$ cat src/rtl/if_fetch_ctrl_pkg.sv
// Shared bus widths, control constants and fetch FSM encodings for if_fetch_ctrl.
// ROM_DPORT_EN adds the S_DATA state used by the optional ROM data port.
package if_fetch_ctrl_pkg;

  localparam int                  InstAddrBus = 32;
  localparam int                  InstBus     = 32;
  localparam logic [InstBus-1:0]  ZeroWord    = '0;
  localparam logic                ChipEnable  = 1'b1;
  localparam logic                ChipDisable = 1'b0;
  localparam logic                RstEnable   = 1'b1;

`ifdef ROM_DPORT_EN
  typedef enum logic [1:0] {
    S_IDLE = 2'd0,
    S_RUN  = 2'd1,
    S_FULL = 2'd2,
    S_DATA = 2'd3
  } fetch_state_e;
`else
  typedef enum logic [1:0] {
    S_IDLE = 2'd0,
    S_RUN  = 2'd1,
    S_FULL = 2'd2
  } fetch_state_e;
`endif

  function automatic logic [InstAddrBus-1:0] word_align(input logic [InstAddrBus-1:0] a);
    return {a[InstAddrBus-1:2], 2'b00};
  endfunction

endpackage

$ cat src/rtl/if_fetch_ctrl_fifo.sv
// if_fifo: synchronous fetch buffer holding {pc, inst} pairs, with a single-cycle flush.
// The caller guarantees no push when full (unless popping) and no pop when empty.
module if_fifo
  import if_fetch_ctrl_pkg::*;
#(
  parameter int DEPTH = 2,
  parameter int WIDTH = 64
) (
  input  logic                     clk_i,
  input  logic                     rst_i,
  input  logic                     flush_i,
  input  logic                     push_i,
  input  logic                     pop_i,
  input  logic [WIDTH-1:0]         wdata_i,
  output logic [WIDTH-1:0]         rdata_o,
  output logic                     valid_o,
  output logic [$clog2(DEPTH):0]   count_o
);

  localparam int AW = $clog2(DEPTH);

  logic [WIDTH-1:0] mem_q [DEPTH];
  logic [AW-1:0]    wr_ptr_q;
  logic [AW-1:0]    rd_ptr_q;
  logic [AW:0]      count_q;

  always_ff @(posedge clk_i) begin
    if (rst_i == RstEnable || flush_i) begin
      wr_ptr_q <= '0;
      rd_ptr_q <= '0;
      count_q  <= '0;
    end else begin
      if (push_i) begin
        mem_q[wr_ptr_q] <= wdata_i;
        wr_ptr_q        <= wr_ptr_q + 1'b1;
      end
      if (pop_i) rd_ptr_q <= rd_ptr_q + 1'b1;
      case ({push_i, pop_i})
        2'b10:   count_q <= count_q + 1'b1;
        2'b01:   count_q <= count_q - 1'b1;
        default: count_q <= count_q;
      endcase
    end
  end

  assign rdata_o = mem_q[rd_ptr_q];
  assign valid_o = (count_q != '0);
  assign count_o = count_q;

endmodule

$ cat src/rtl/if_fetch_ctrl.sv
// Instruction fetch controller: ROM sequencing, redirect handling and a small fetch buffer.
// Define ROM_DPORT_EN to add a data read port that shares the instruction ROM.
module if_fetch_ctrl
  import if_fetch_ctrl_pkg::*;
#(
  parameter logic [31:0] RESET_PC   = 32'h0000_0000,
  parameter int          FIFO_DEPTH = 2
) (
  input  logic                   clk,
  input  logic                   rst,
  output logic                   rom_ce,
  output logic [InstAddrBus-1:0] rom_addr,
  input  logic [InstBus-1:0]     rom_inst,
  output logic                   if_valid,
  input  logic                   if_ready,
  output logic [31:0]            if_pc,
  output logic [31:0]            if_inst,
  input  logic                   redirect,
  input  logic [31:0]            redirect_pc
`ifdef ROM_DPORT_EN
  ,
  input  logic                   d_req,
  input  logic [31:0]            d_addr,
  output logic [31:0]            d_rdata,
  output logic                   d_valid
`endif
);

  localparam int CW = $clog2(FIFO_DEPTH) + 1;

  fetch_state_e   state_q;
  logic [31:0]    fpc_q;
  logic [CW-1:0]  count;
  logic [63:0]    head;
  logic           fifo_valid;
  logic           in_rst;
  logic           pop;
  logic           room;
  logic           dgrant;
  logic           fetch;
  logic           full_next;
  logic [31:0]    dport_addr;

  assign in_rst    = (rst == RstEnable);
  assign pop       = if_valid && if_ready;
  assign room      = (count < CW'(FIFO_DEPTH)) || pop;
  assign full_next = !pop && ((count + CW'(fetch)) == CW'(FIFO_DEPTH));

`ifdef ROM_DPORT_EN
  logic [31:0] d_rdata_q;
  logic        d_valid_q;
  // Back-off after a grant so fetch is never starved while it has room.
  assign dgrant     = !in_rst && d_req && !redirect && !(state_q == S_DATA && room);
  assign dport_addr = word_align(d_addr);
  assign d_rdata    = d_rdata_q;
  assign d_valid    = d_valid_q;
`else
  assign dgrant     = 1'b0;
  assign dport_addr = '0;
`endif

  assign fetch = !in_rst && !redirect && !dgrant && (state_q != S_IDLE) && room;

  always_comb begin
    rom_ce   = ChipDisable;
    rom_addr = fpc_q;
    if (in_rst) begin
      rom_addr = RESET_PC;
    end else if (dgrant) begin
      rom_ce   = ChipEnable;
      rom_addr = dport_addr;
    end else if (fetch) begin
      rom_ce   = ChipEnable;
    end
  end

  if_fifo #(
    .DEPTH (FIFO_DEPTH),
    .WIDTH (64)
  ) u_fifo (
    .clk_i   (clk),
    .rst_i   (rst),
    .flush_i (!in_rst && redirect),
    .push_i  (fetch),
    .pop_i   (pop),
    .wdata_i ({fpc_q, rom_inst}),
    .rdata_o (head),
    .valid_o (fifo_valid),
    .count_o (count)
  );

  assign if_valid = fifo_valid && !in_rst;
  assign if_pc    = in_rst ? 32'h0 : head[63:32];
  assign if_inst  = in_rst ? ZeroWord : head[31:0];

  always_ff @(posedge clk) begin
    if (in_rst) begin
      state_q <= S_IDLE;
      fpc_q   <= RESET_PC;
    end else if (redirect) begin
      state_q <= S_RUN;
      fpc_q   <= word_align(redirect_pc);
    end else begin
      if (fetch) fpc_q <= fpc_q + 32'd4;
`ifdef ROM_DPORT_EN
      if (dgrant) state_q <= S_DATA;
      else
`endif
      case (state_q)
        S_IDLE:  state_q <= S_RUN;
        S_FULL:  state_q <= pop ? S_RUN : S_FULL;
        default: state_q <= full_next ? S_FULL : S_RUN;
      endcase
    end
`ifdef ROM_DPORT_EN
    if (in_rst) begin
      d_valid_q <= 1'b0;
      d_rdata_q <= ZeroWord;
    end else begin
      d_valid_q <= dgrant;
      if (dgrant) d_rdata_q <= rom_inst;
    end
`endif
  end

endmodule
$ cat config.mk
export PLATFORM = sky130hd
export DESIGN_NAME = if_fetch_ctrl
export DESIGN_NICKNAME = d
export VERILOG_FILES = /design/src/rtl/if_fetch_ctrl_pkg.sv /design/src/rtl/if_fetch_ctrl_fifo.sv /design/src/rtl/if_fetch_ctrl.sv
export SDC_FILE = /design/constraint.sdc
export NUM_CORES = 1
export LEC_CHECK = 0
export CAP_MARGIN = 20
export CELL_PAD_IN_SITES_DETAIL_PLACEMENT = 1
export CELL_PAD_IN_SITES_GLOBAL_PLACEMENT = 2
export CORE_MARGIN = 2
export CORE_UTILIZATION = 36
export CTS_BUF_LIST = sky130_fd_sc_hd__clkbuf_4
export DETAILED_ROUTE_END_ITERATION = 12
export PLACE_DENSITY = 0.86
export REMOVE_ABC_BUFFERS = 1
export SLEW_MARGIN = 10
export SYNTH_ARGS = -nofsm -noshare
export SYNTH_HDL_FRONTEND = slang
export SYNTH_SLANG_ARGS = --single-unit
$ cat constraint.sdc
create_clock -name clk -period 8.17 [get_ports clk]
set_input_delay 2.451 -clock clk [delete_from_list [all_inputs] [get_ports clk]]
set_output_delay 2.451 -clock clk [all_outputs]
set_load 0.01 [all_outputs]
==> impl_metrics.ini, run 1 <==
[yosys]
synth_cell_type_count = 44
synthAdderAreaFrac_pct = 0.540
synthCells = 555
post_synth_and_or_nand_nor_area_fraction_pct = 16.1
async_reset_ff_share_pct = 0
synth_ff_type = edfxtp_1
synth_edf_count = 124
yosysSeqAreaShare_pct = 64.2
synth_top_family_by_area = simple AND/OR/NAND/NOR gates
avgSynthCellArea_sq_um = 12.5
synth-compound-area-share_pct = 3.71
synth_area_sq_um = 6950
synth_largest_area_cell = edfxtp_1
synth.area.top_cells = edfxtp_1 54%, dfxtp_1 11%, mux2i_1 9.2%, nor2_1 5.5%, nor2b_1 2.8%
ys_warn_count = 0
synth_xor_area_share_pct = 3.28
synth_top_area_share_pct = 53.6
ys_ff_latch = 161
synthMuxAreaShare_pct = 9.38

[cts]
ctsResizeCount = 0
post_cts_buffers = 0
ctsRootBufferMaster = clkbuf_4
htreeDepth = 4
numCtsBuffers = 17
path_clk_slew_ns = 0.15
cts_tree = done
worstSkewPairLatency_ns = 0.55
cts_num_sinks = 161
cts_hold_buf = 0
cts_buffer_depth = 2

[sta]
period_share_pct = 82.6
drv_slew = 0
min_period_ns = 6.75
setup_viol = 0
slew_headroom_pct = 34.0
skew_ns = 0.0173
hold_viol = 0
rsz0062_at_grt = false
tightestPinTransition_ns = 0.986
tns_ns = 0
fmax_mhz = 148

[critical_path]
critPathMaxStageDelay_ns = 0.54
path_class = input port to output port
worst-path-max-fanout = 11
critical_path.top_delay_family = buffers and inverters
r2r-start = u_fifo.count_o[1]
cpMaxStageDelayCell = clkdlybuf4s50_1
start_kind = input port
crit_arrival_ns = 4.30
worstReg2RegEnd = u_fifo.mem_q[0][46]
reg2reg_slack_ns = 5.36
cp-end-kind = output port
path_cells = clkdlybuf4s50_1 -> nor2b_1 -> buf_4 -> nor2_1 -> buf_4 -> nand2_1 -> inv_1 -> clkdlybuf4s50_1
rr_worst_depth = 7
required_ns = 5.72
crit_buf_inv = 5

[pwr]
p_sw_mw = 0.411
max-vdd-ir-drop_v = 0.0000688
netSwitchingFraction_pct = 26.7
p_leak_nw = 2.97
clkPwrFrac_pct = 29.5
p_int_mw = 1.13
pwr-share-seq_pct = 60.4
p_comb_share_pct = 10.0
powerDensity_nw_per_um2 = 169

[worst_hold_path]
min_from = fpc_q[24]
hp-class = register to register
hold_depth = 0
holdPathEnd = u_fifo.mem_q[1][56]

[route]
vias = 4764
drt_iter0_drc = 164
vias_per_cell = 4.84
drc_errors = 0
routed_wirelength_um = 17100
drt.antenna.violating_nets = 0
firstDrtPassIters = 4
wl_per_cell_um = 17.4

[cells_and_area]
fill_cells = 1973
seq_area_sq_um = 4470
antennaDiodeCount = 0
final_area_sq_um = 9070
layout_commonest_cell = clkdlybuf4s50_1
drive_above_1_share_pct = 7.32
final_cell_mix = 158 x clkdlybuf4s50_1, 124 x edfxtp_1, 100 x nor2_1
fin_nets = 782
multi_input_area_sq_um = 2320
area_growth_pct = 30.5

[placed_design]
portBuffers = 159
gp_congestion = 0.768
placed_area_sq_um = 8800
hpwl_um = 11700

[floorplanning]
die_w_um = 143
dieArea_sq_um = 20400
pin_count = 166
chipHeight_um = 143
initial_utilization_pct = 36.9
coreArea_sq_um = 18800
num_rows = 50

[global_route]
grt_pass1_wl_um = 26700
track_usage_pct = 17.1
grt_max_degree = 63
grt_remaining_overflow = 0
antenna_found_initial = 0
grt_pass1_vias = 5048

[status]
status = finished, final reports clean

[run]
cap_violations = 0
==> Yosys cell counts, types with 5 or more instances <==
cell / instances
nand2_1: 27
a21oi_1: 10
inv_1: 7
and3_1: 5
nor2_1: 101
xor2_1: 20
clkbuf_1: 26
dfxtp_1: 37
nand4_1: 14
mux2i_1: 64
xnor2_1: 6
edfxtp_1: 124
nand3_1: 11
a211oi_1: 13
nor2b_1: 31
==> per-stage QoR <==
stage	cells	util (%)	hold WS, ns	total power [mW]	worst slack, ns
after floorplan	524	-	0.475	0.998	1.91
after global placement	952	46.7	0.492	1.10	1.44
after detailed placement	952	46.7	0.532	1.10	1.43
after CTS	984	48.2	0.541	1.56	1.42
after global routing	984	48.2	0.559	1.60	1.34
final	984	48.2	0.545	1.54	1.42
==> routing by layer <==
| metal | track usage (%) | vias to the layer above | part of all wire (%) |
|---|---|---|---|
| li1 | - | 2307 | - |
| met1 | 21.9 | 2305 | 46 |
| met2 | 28.9 | 135 | 47 |
| met3 | 3.59 | 17 | 5.5 |
| met4 | 5.58 | 0 | 1.4 |
| met5 | 0 | - | 0 |
==> power by group through the flow <==
stage	Clock (mW)	Sequential, mW	Combinational (mW)
floorplan	0	0.940	0.0577
global placement	0	0.945	0.153
detailed placement	0	0.947	0.156
CTS	0.473	0.929	0.157
global route	0.501	0.932	0.169
finish	0.454	0.928	0.154
==> sequential cells by signal, summed over array words and instances (netlist names), named ones only <==
signal and flops:
u_fifo.count_o 2, state_q 2, u_fifo.mem_q 124, u_fifo.rd_ptr_q 1, fpc_q 30, u_fifo.wr_ptr_q 1
==> how the worst max path moves through the flow <==
stage                     cells after the start            endpoint  startpoint
final                                         8              rom_ce    if_ready
after CTS                                     8              rom_ce    if_ready
after global placement                        8              rom_ce    if_ready
after floorplan                               4  u_fifo.mem_q[0][0]    if_ready
after global routing                          8              rom_ce    if_ready
after detailed placement                      8              rom_ce    if_ready
==> layout make-up <==
cell class                 instances  share of cell area (%)
multi-input combinational        356                    25.6
clock inverter                    15                    1.60
inverter                           7                   0.290
clock buffer                      17                    1.41
timing repair buffer             168                    18.3
tap                              260                    3.59
sequential                       161                    49.3
==> cells by family (layout without fill, tap and decap cells) <==
group | Yosys count | after routing
adders and majority gates | 3 | 3
xor gates and xnor gates | 26 | 26
DFF | 161 | 161
buffers and inverters | 41 | 207
AOI/OAI and AO/OA | 39 | 39
other | 1 | 4
muxes | 65 | 65
and+or+nand+nor | 219 | 219
Power figures use the tool's default switching activity.
==> run 2: changes to the inputs <==
- CORE_UTILIZATION: 36 -> 30
- PLACE_DENSITY: 0.86 -> 0.76
- clock period: 8.17 -> 5.43 ns (I/O delays scaled with it)
==> run 2 against run 1 <==
Count of clock-buffer cells in the layout increased by 3. Sequential share of layout area down 0.47 points. Hold slack worse by 0.018 ns. Largest power group unchanged. Non-clock buffer count is the same. Cell count grew 2.5%. Sequential power rose by 51%. Core utilization is 7.8 points lower. Flip-flop and latch count is the same. Setup slack got worse by 0.73 ns. Largest cell class unchanged.
==> impl_metrics.ini, run 2 (synthesis gave the netlist of run 1 again) <==
[critical_path]
required_ns = 3.80
cpMostUsedCell = clkdlybuf4s50_1
worst-path-max-fanout = 5
reg2reg_slack_ns = 3.17
crit_arrival_ns = 3.11
path_class = input port to output port
critPathMaxStageDelay_ns = 0.54
cpMaxStageDelayCell = clkdlybuf4s50_1
crit_buf_inv = 3
cp-end-kind = output port
start_kind = input port
path_cells = clkdlybuf4s50_1 -> nor2_1 -> nand2_1 -> inv_1 -> clkdlybuf4s50_1
critical_path.top_delay_family = buffers and inverters

[route]
drt_iter0_drc = 181
firstDrtPassIters = 4
wl_per_cell_um = 17.5
vias = 4808
routed_wirelength_um = 17700
drc_errors = 0
drt.antenna.violating_nets = 0
vias_per_cell = 4.77

[global_route]
grt_remaining_overflow = 0
grt_pass1_wl_um = 28100
grt_pass1_vias = 5259
antenna_found_initial = 0
grt_max_degree = 63
track_usage_pct = 14.9

[pwr]
p_leak_nw = 3.00
powerDensity_nw_per_um2 = 258
max-vdd-ir-drop_v = 0.0000900
finalPower_mw = 2.37

[sta]
hold_viol = 0
fmax_mhz = 211
rsz0062_at_grt = false
min_period_ns = 4.74
tightestPinTransition_ns = 0.907
skew_ns = 0.0172
whs_ns = 0.527
slew_headroom_pct = 39.5
setup_viol = 0
drv_slew = 0
period_share_pct = 87.3

[cells_and_area]
final_cell_mix = 158 x clkdlybuf4s50_1, 124 x edfxtp_1, 100 x nor2_1
top_register = u_fifo.mem_q
fin_cells = 1009
largest_reg_flops = 124
fill_cells = 2411
drive_above_1_share_pct = 7.46
antennaDiodeCount = 0
area_growth_pct = 31.8
largestRegisters = u_fifo.mem_q (124), fpc_q (30)
layout_commonest_cell = clkdlybuf4s50_1
fin_nets = 782

[placed_design]
dp.cells = 976
hpwl_um = 11700
gp_congestion = 0.754
portBuffers = 159

[cts]
path_clk_slew_ns = 0.14
cts_num_sinks = 161
worstSkewPairLatency_ns = 0.56
cts_tree = done
cts_hold_buf = 0
post_cts_buffers = 0
ctsResizeCount = 0
numCtsBuffers = 17
cts_buffer_depth = 2
htreeDepth = 4
ctsRootBufferMaster = clkbuf_4

[status]
status = finished, final reports clean

[run]
cap_violations = 0

[floorplanning]
die_w_um = 156
coreArea_sq_um = 22700
dieArea_sq_um = 24400
chipHeight_um = 156
num_rows = 55
pin_count = 166
initial_utilization_pct = 30.6

[worst_hold_path]
hp-class = register to register
[run 2: cell count changes in the layout (fill, tap and decap cells not counted), moves of 2 or more]
cell / previous run / this run
clkinv_2: 0 / 3
inv_6: 1 / 3
inv_8: 6 / 0
buf_12: 0 / 2
clkbuf_4: 17 / 20
bufinv_16: 0 / 2
buf_4: 10 / 7
[run 2: routing by layer]
metal / wire, um / part of all wire [%] / vias to the layer above / track usage [%]
met5: 0 / 0 / - / 0
met4: 186 / 1.1 / 0 / 4.46
met3: 661 / 3.7 / 15 / 2.97
met2: 8950 / 51 / 117 / 26.0
met1: 7900 / 45 / 2370 / 18.6
li1: - / - / 2306 / -
[run 2: layout make-up]
cell class	count	area, sq um	share of cell area (%)
multi-input combinational	356	2320	25.3
timing repair buffer	168	1700	18.6
clock buffer	20	150	1.64
inverter	7	26.3	0.287
tap	285	357	3.89
clock inverter	12	134	1.46
sequential	161	4470	48.8
[run 2: path summary, 6_finish.rpt]
| check | end | cells past startpoint | from |
|---|---|---|---|
| worst max-delay path | rom_ce | 5 | redirect |
| worst max register to register | fpc_q[27] | 5 | fpc_q[4] |
| worst min register to register | u_fifo.mem_q[1][46] | 0 | fpc_q[14] |
| worst min-delay path | u_fifo.mem_q[1][46] | 0 | fpc_q[14] |
[run 2: through the flow]
| stage | utilization, % | instance area, sq um | setup TNS, ns | setup WS [ns] |
|---|---|---|---|---|
| 3_3_place_gp | 39.0 | 8850 | 0 | 0.663 |
| 2_1_floorplan | - | 6800 | -0.578 | -0.00932 |
| 5_1_grt | 40.3 | 9160 | 0 | 0.571 |
| 6_report | 40.3 | 9160 | 0 | 0.688 |
| 3_5_place_dp | 39.0 | 8850 | 0 | 0.699 |
| 4_1_cts | 40.2 | 9130 | 0 | 0.688 |
[run 2: where the power goes]
part,total [mW],internal [mW],leakage (nW),switching [mW]
sequential,1.40,1.36,1.45,0.0344
clock,0.735,0.292,0.154,0.443
combinational,0.235,0.128,1.40,0.107
total,2.37,1.78,3.00,0.585
==> run 3: changes to the inputs <==
- CORE_UTILIZATION: 30 -> 29
- CTS_BUF_LIST: sky130_fd_sc_hd__clkbuf_4 -> unset
- CTS_CLUSTER_DIAMETER: unset -> 40
- PLACE_DENSITY: 0.76 -> 0.74
==> run 3 against run 2 <==
Routed wire length rose by 3.1%. Core utilization grew 0.26 points. Maximum frequency is 0.30% lower. Critical endpoint unchanged.
==> impl_metrics.ini, run 3 (synthesis gave the netlist of run 1 again) <==
[pwr]
p_comb_share_pct = 8.4
netSwitchingFraction_pct = 23.4
powerDensity_nw_per_um2 = 299
max-vdd-ir-drop_v = 0.000141
clkPwrFrac_pct = 42.6
p_leak_nw = 3.14
p_int_mw = 2.19
pwr-share-seq_pct = 49.0
p_sw_mw = 0.667

[status]
status = finished, final reports clean

[floorplanning]
die_w_um = 159
coreArea_sq_um = 23500
initial_utilization_pct = 29.6
pin_count = 166
num_rows = 56
dieArea_sq_um = 25200
chipHeight_um = 159

[route]
wl_per_cell_um = 17.5
drt_iter0_drc = 194
firstDrtPassIters = 4
drt-met1-wl_um = 8630
wl_met2_um = 8760
vias = 4814
routed_wirelength_um = 18200
met3_wirelength_um = 740
drt.antenna.violating_nets = 0
maxUsedRoutingLayer = met4
drc_errors = 0
vias_per_cell = 4.61

[critical_path]
path_class = input port to output port
reg2reg_slack_ns = 3.25
cpMaxStageDelayCell = clkdlybuf4s50_1
path_cells = clkdlybuf4s50_1 -> nor2_1 -> nand2_1 -> inv_1 -> clkdlybuf4s50_1
crit_arrival_ns = 3.13
required_ns = 3.80
worstReg2RegEnd = u_fifo.mem_q[1][5]
critPathMaxStageDelay_ns = 0.54
crit_path_end = rom_ce
r2r-start = u_fifo.count_o[1]
cpMostUsedCell = clkdlybuf4s50_1
cp-end-kind = output port
rr_worst_depth = 5
crit_path_start = redirect
start_kind = input port
worst-path-max-fanout = 5

[cells_and_area]
layout_commonest_cell = clkdlybuf4s50_1
top_register = u_fifo.mem_q
final_cell_mix = 158 x clkdlybuf4s50_1, 124 x edfxtp_1, 100 x nor2_1
drive_above_1_share_pct = 7.45
antennaDiodeCount = 0
largest_reg_flops = 124
fin_nets = 783
fin_cells = 1044
area_growth_pct = 37.1
fill_cells = 2449
largestRegisters = u_fifo.mem_q (124), fpc_q (30)

[global_route]
grt_pass1_wl_um = 29300
grt_pass1_vias = 5224
track_usage_pct = 14.8
grt_remaining_overflow = 0
antenna_found_initial = 0
grt_max_degree = 63

[sta]
fmax_mhz = 210
tightestPinTransition_ns = 0.926
drv_slew = 0
setup_viol = 0
tns_ns = 0
hold_viol = 0
min_period_ns = 4.76
rsz0062_at_grt = false
slew_headroom_pct = 38.3
skew_ns = 0.00993
period_share_pct = 87.6

[cts]
ctsRootBufferMaster = clkbuf_16
cts_buffer_depth = 2
worstSkewPairLatency_ns = 0.42
cts_tree = done
path_clk_slew_ns = 0.06
cts_hold_buf = 0
numCtsBuffers = 17
ctsResizeCount = 0
htreeDepth = 4
post_cts_buffers = 0
cts_num_sinks = 161

[worst_hold_path]
hp-class = register to register
min_from = u_fifo.rd_ptr_q

[placed_design]
hpwl_um = 12300
dp.cells = 1011
gp_congestion = 0.731
portBuffers = 159

[run]
cap_violations = 0
## run 3: cell types whose count changed in the layout (fill, tap and decap cells not counted)
cell       delta
buf_4         +1
clkbuf_1      +1
clkbuf_16    +17
clkbuf_4     -20
clkinv_2      -3
clkinv_4      +2
clkinv_8      +1
inv_6         +1
inv_8         +1
## run 3: worst min-delay path by stage
stage | depth (start not counted) | to
2_1_floorplan | 0 | u_fifo.mem_q[0][63]
3_3_place_gp | 2 | register
3_5_place_dp | 2 | register
4_1_cts | 0 | u_fifo.mem_q[0][63]
5_1_grt | 2 | u_fifo.rd_ptr_q
6_report | 2 | register
## run 3: critical path, delay by kind of cell
family,cells,cell delay (ns)
buffers and inverters,3,1.06
AND/OR/NAND/NOR,2,0.44
## run 3: layout make-up
| class | count | area, sq um | share of cell area [%] |
|---|---|---|---|
| Clock inverter | 14 | 173 | 1.81 |
| Inverter | 7 | 26.3 | 0.276 |
| Tap cell | 319 | 399 | 4.19 |
| Multi-Input combinational cell | 356 | 2320 | 24.4 |
| Sequential cell | 161 | 4470 | 46.9 |
| Clock buffer | 18 | 429 | 4.51 |
| Timing Repair Buffer | 169 | 1710 | 17.9 |
## run 3: power by group through the flow
stage | sequential [mW] | clock [mW] | combinational [mW]
floorplan | 1.41 | 0 | 0.0868
global placement | 1.42 | 0 | 0.236
detailed placement | 1.43 | 0 | 0.242
CTS | 1.40 | 1.25 | 0.243
global route | 1.40 | 1.30 | 0.261
finish | 1.40 | 1.22 | 0.239
## run 3: stage by stage
step / utilization [%] / hold WS [ns] / area, sq um / setup slack (ns) / total power [mW]
6_report: 40.6 / 0.522 / 9530 / 0.674 / 2.85
5_1_grt: 40.6 / 0.537 / 9530 / 0.527 / 2.97
4_1_cts: 40.5 / 0.521 / 9500 / 0.620 / 2.89
3_5_place_dp: 37.9 / 0.498 / 8900 / 0.617 / 1.67
3_3_place_gp: 37.9 / 0.495 / 8900 / 0.648 / 1.66
2_1_floorplan: - / 0.475 / 6800 / -0.00932 / 1.50
## run 3: per-layer routing
metal | up-vias | global-route usage (%)
met4 | 0 | 3.13
met5 | - | 0
met1 | 2375 | 19.8
li1 | 2309 | -
met2 | 121 | 24.6
met3 | 9 | 3.40
